--- src/rtl/writeback_queue.sv ---
// In-order register-file write queue: buffers write requests, issues at most one
// write per cycle, and forwards the newest pending value to both read ports.
module writeback_queue #(
  parameter int unsigned DEPTH  = 4,
  parameter int unsigned DATA_W = 32,
  parameter int unsigned ADDR_W = 5
) (
  input  logic                     clock,
  input  logic                     reset,
  input  logic                     in_valid,
  output logic                     in_ready,
  input  logic [ADDR_W-1:0]        in_reg,
  input  logic [DATA_W-1:0]        in_data,
  input  logic                     stall,
  output logic                     regwrite,
  output logic [ADDR_W-1:0]        writeRegister,
  output logic [DATA_W-1:0]        writeData,
  input  logic [ADDR_W-1:0]        readRegister1,
  input  logic [ADDR_W-1:0]        readRegister2,
  output logic                     fwd1_hit,
  output logic                     fwd2_hit,
  output logic [DATA_W-1:0]        fwd1_data,
  output logic [DATA_W-1:0]        fwd2_data,
  output logic [$clog2(DEPTH):0]   count,
  output logic                     empty
);

  localparam int unsigned PTR_W = $clog2(DEPTH);
  localparam int unsigned CNT_W = PTR_W + 1;

  typedef struct packed {
    logic [ADDR_W-1:0] rd;
    logic [DATA_W-1:0] data;
  } entry_t;

  entry_t           mem [DEPTH];
  logic [PTR_W-1:0] wr_ptr;
  logic [PTR_W-1:0] rd_ptr;
  logic             push;
  logic             pop;

  assign empty    = (count == '0);
  assign in_ready = (count != CNT_W'(DEPTH));
  // Writes to register 0 are accepted but never stored.
  assign push     = in_valid && in_ready && (in_reg != '0);
  assign regwrite = !empty && !stall;
  assign pop      = regwrite;

  assign writeRegister = empty ? '0 : mem[rd_ptr].rd;
  assign writeData     = empty ? '0 : mem[rd_ptr].data;

  // Pointer and occupancy state.
  always_ff @(posedge clock or negedge reset) begin
    if (!reset) begin
      wr_ptr <= '0;
      rd_ptr <= '0;
      count  <= '0;
    end else begin
      if (push) wr_ptr <= wr_ptr + PTR_W'(1);
      if (pop)  rd_ptr <= rd_ptr + PTR_W'(1);
      case ({push, pop})
        2'b10:   count <= count + CNT_W'(1);
        2'b01:   count <= count - CNT_W'(1);
        default: count <= count;
      endcase
    end
  end

  // Entry storage; occupancy is tracked by count, so the payload needs no reset.
  always_ff @(posedge clock) begin
    if (push) mem[wr_ptr] <= '{rd: in_reg, data: in_data};
  end

  // Scan oldest to newest so the most recent match overrides earlier ones.
  always_comb begin
    logic [PTR_W-1:0] idx;
    idx       = '0;
    fwd1_hit  = 1'b0;
    fwd2_hit  = 1'b0;
    fwd1_data = '0;
    fwd2_data = '0;
    for (int unsigned i = 0; i < DEPTH; i++) begin
      idx = rd_ptr + PTR_W'(i);
      if (CNT_W'(i) < count) begin
        if ((readRegister1 != '0) && (mem[idx].rd == readRegister1)) begin
          fwd1_hit  = 1'b1;
          fwd1_data = mem[idx].data;
        end
        if ((readRegister2 != '0) && (mem[idx].rd == readRegister2)) begin
          fwd2_hit  = 1'b1;
          fwd2_data = mem[idx].data;
        end
      end
    end
  end

endmodule

--- config.mk ---
export PLATFORM = sky130hd
export DESIGN_NAME = writeback_queue
export DESIGN_NICKNAME = d
export VERILOG_FILES = /design/src/rtl/writeback_queue.sv
export SDC_FILE = /design/constraint.sdc
export NUM_CORES = 1
export LEC_CHECK = 0
export CAP_MARGIN = 10
export CORE_UTILIZATION = 60
export DETAILED_ROUTE_END_ITERATION = 8
export DONT_BUFFER_PORTS = 1
export PLACE_DENSITY_LB_ADDON = 0.08
export SLEW_MARGIN = 20
export SYNTH_ARGS = -nofsm -noshare
export SYNTH_HDL_FRONTEND = slang
export SYNTH_SLANG_ARGS = --single-unit
--- constraint.sdc ---
create_clock -name clock -period 3.8 [get_ports clock]
set_clock_uncertainty 0.15 [all_clocks]
set_input_delay 0.38 -clock clock [delete_from_list [all_inputs] [get_ports clock]]
set_output_delay 0.38 -clock clock [all_outputs]
set_load 0.02 [all_outputs]
==> impl_metrics.py <==
metrics = {
    "run_status": {
        "outcome": "finished, violations left",
        "violations": "negative setup slack",
    },
    "routing": {
        "drcViolationCount": 0,
        "antenna_left": 0,
        "dr.pass1.iters": 6,
        "drtIter0Drc": 1485,
        "wl_um": 38300,
        "vias": 10600,
        "vias_per_cell": 7.18,
        "routedWlPerCell_um": 25.9,
    },
    "placement": {
        "pre_cts_ws_ns": 0.256,
        "post-dp-hpwl_um": 21100,
        "portBuffers": 0,
        "placed_cell_area_um2": 12100,
        "place.gp.congestion": 0.904,
    },
    "worst_setup_path": {
        "setup.worst_path.end_class": "output port",
        "crit_type": "reg2out",
        "ff2ff_path_depth": 7,
        "rrSetupSlack_ns": 0.92,
        "r2r_end": "mem[0][9]",
        "start_kind": "register",
        "crit-reg2reg-launch": "count[0]",
        "crit_arrival_ns": 3.37,
        "cp.required_ns": 3.27,
        "cp_max_fo": 8,
    },
    "logic_synthesis": {
        "synth_edf_count": 148,
        "synth_top_area_share_pct": 38.5,
        "synth_nets": 1232,
        "post_synth_num_cell_types": 53,
        "ys_seq_area_share_pct": 40.1,
        "yosysWarningCount": 0,
        "synth_area_per_cell_um2": 9.84,
        "ys_seq_elements": 155,
        "synthArstFlopShare_pct": 4.52,
        "synth.area.top_cells": "edfxtp_1 39%, mux2_2 6.4%, nor2_1 6.4%",
        "netlist_instances": 1172,
        "netlist.top_cell.by_area": "edfxtp_1",
        "yosys_most_used_dff": "edfxtp_1",
        "syn_area_um2": 11500,
    },
    "worst_hold_path": {
        "hold_depth": 3,
        "hold_class": "in2reg",
        "hold_path_startpoint": "in_valid",
        "min_to": "wr_ptr[0]",
    },
    "timing": {
        "max_slew_margin_pct": 32.7,
        "holdWs_ns": 0.132,
        "fin_crit_ns": 3.90,
        "fin_ws_ns": -0.0990,
        "final-hold-violation-count": 0,
        "worstMarginPinSlew_ns": 1.00,
        "rsz0062_at_grt": "yes",
        "clock.fmax_mhz": 256,
        "setup_viol": 33,
        "finalCritPeriodShare_pct": 103,
        "final-max-slew-violation-count": 0,
    },
    "die": {
        "die_h_um": 141,
        "die-area_um2": 19800,
        "core_um2": 18800,
        "rows": 50,
        "die_x_um": 141,
        "ios": 160,
        "initial_core_util_pct": 61.5,
    },
    "clocking": {
        "clock-sinks": 155,
        "clk_pin_slew_ns": 0.07,
        "root_buffer": "clkbuf_16",
        "h-tree-depth": 4,
        "clk_latency_ns": 0.43,
        "tritoncts": "built",
        "max-clock-path-buffers": 2,
        "numCtsBuffers": 17,
    },
    "flow_run": {
        "maxCapViolations": 0,
    },
    "cells_and_area": {
        "final_nets": 1292,
        "drive_gt1_share_pct": 29.3,
        "area_growth_pct": 28.7,
        "final_core_util_pct": 79.1,
        "layout.cells.most_common": "nor2_1",
        "finish.instance_area_um2": 14800,
        "final_cell_mix": "195 x nor2_1, 148 x edfxtp_1, 100 x a21oi_1",
    },
    "power_and_ir_drop": {
        "p_per_area_nw_per_um2": 897,
        "p_leak_nw": 5.25,
        "total_power_mw": 13.3,
        "peakVddDrop_v": 0.000567,
    },
    "global_routing": {
        "grt_pass1_wl_um": 51200,
        "grt-ovfl-total": 0,
        "antenna_found_initial": 2,
        "grt_pass1_vias": 9362,
        "grt_max_degree": 78,
        "grt_usage_pct": 33.7,
    },
}
final cells by class:
type	count	area (µm²)
antenna	2	5.00
clock buffer	17	425
clock inverter	14	170
fill	1118	3930
inverter	38	145
multi-input combinational	859	7360
sequential	155	4630
tap	234	293
timing repair buffer	161	1810
logic make-up (layout without fill, tap and decap cells):
group                    after synthesis  count (layout)  synth area share, %
buffers and inverters                158             230                 6.35
other                                  0               2                    0
flip-flops                           155             155                 40.1
XOR/XNOR                              45              45                 3.42
AND/OR/NAND/NOR                      347             347                 14.1
adder cells (fa/ha/maj)                9               9                0.976
AO/OA/AOI/OAI                        300             300                 18.5
multiplexers                         158             158                 16.6
flip-flops by register name, summed over array words and instances, names as in the netlist:
register / count
mem: 148
count: 3
rd_ptr: 2
wr_ptr: 2
how the worst max path moves through the flow:
stage / endpoint / slack [ns] / start / depth (start not counted)
after detailed placement: fwd1_data[30] / 0.26 / rd_ptr[1] / 8
after global placement: fwd1_data[0] / 0.26 / rd_ptr[1] / 8
after floorplan: fwd1_data[20] / 0.53 / rd_ptr[0] / 11
after global routing: fwd1_data[25] / -0.14 / rd_ptr[1] / 11
after CTS: fwd1_data[29] / 0.003 / rd_ptr[0] / 11
final: fwd1_data[21] / -0.1 / rd_ptr[1] / 11
Yosys cell counts, drive strengths merged (5+ instances only):
cell,number
dfrtp,7
nand2,42
and2,5
nand4b,32
buf,51
xor2,16
nand4,5
edfxtp,148
ha,9
mux2,66
o2bb2ai,30
nor2,197
mux4,19
inv,38
o311a,30
mux2i,73
clkbuf,69
a221oi,31
nor3,37
o21ai,66
nor2b,9
xnor2,29
a31oi,32
a21oi,100
critical path, stage by stage (launching register included):
cell and delay, ns:
dfrtp_4 0.52, buf_4 0.17, buf_4 0.13, mux4_2 0.34, xnor2_2 0.24, nand4_1 0.22
nor3_4 0.34, buf_12 0.17, clkbuf_16 0.18, a31oi_2 0.13, a221oi_4 0.32, buf_6 0.16
per-stage QoR:
stage          instances  setup TNS [ns]
5_1_grt             1479           -4.18
3_5_place_dp        1367               0
4_1_cts             1448               0
3_3_place_gp        1367               0
6_report            1480           -1.69
2_1_floorplan       1172               0
layer usage:
layer / GRT usage, % / routed length [µm] / up-vias
met5: 0 / 0 / -
met3: 7.54 / 4110 / 187
met2: 56.2 / 18200 / 786
met4: 14.4 / 1790 / 0
li1: - / - / 4520
met1: 42.5 / 14200 / 5126
power breakdown:
part	total [mW]	leakage (nW)	internal, mW	switching [mW]
logic	9.08	3.53	3.36	5.73
registers	2.48	1.44	2.26	0.213
clock network	1.75	0.285	1.03	0.722
total	13.3	5.25	6.65	6.66
repair_timing:
item	CTS	global route
gates resized for setup	28	171
hold buffers	38	0
endpoints found under the hold margin	155	0
setup endpoints to repair	62	63
gates cloned	1	8
pin swaps	0	45
setup buffers	11	24
Power figures use the tool's default switching activity.
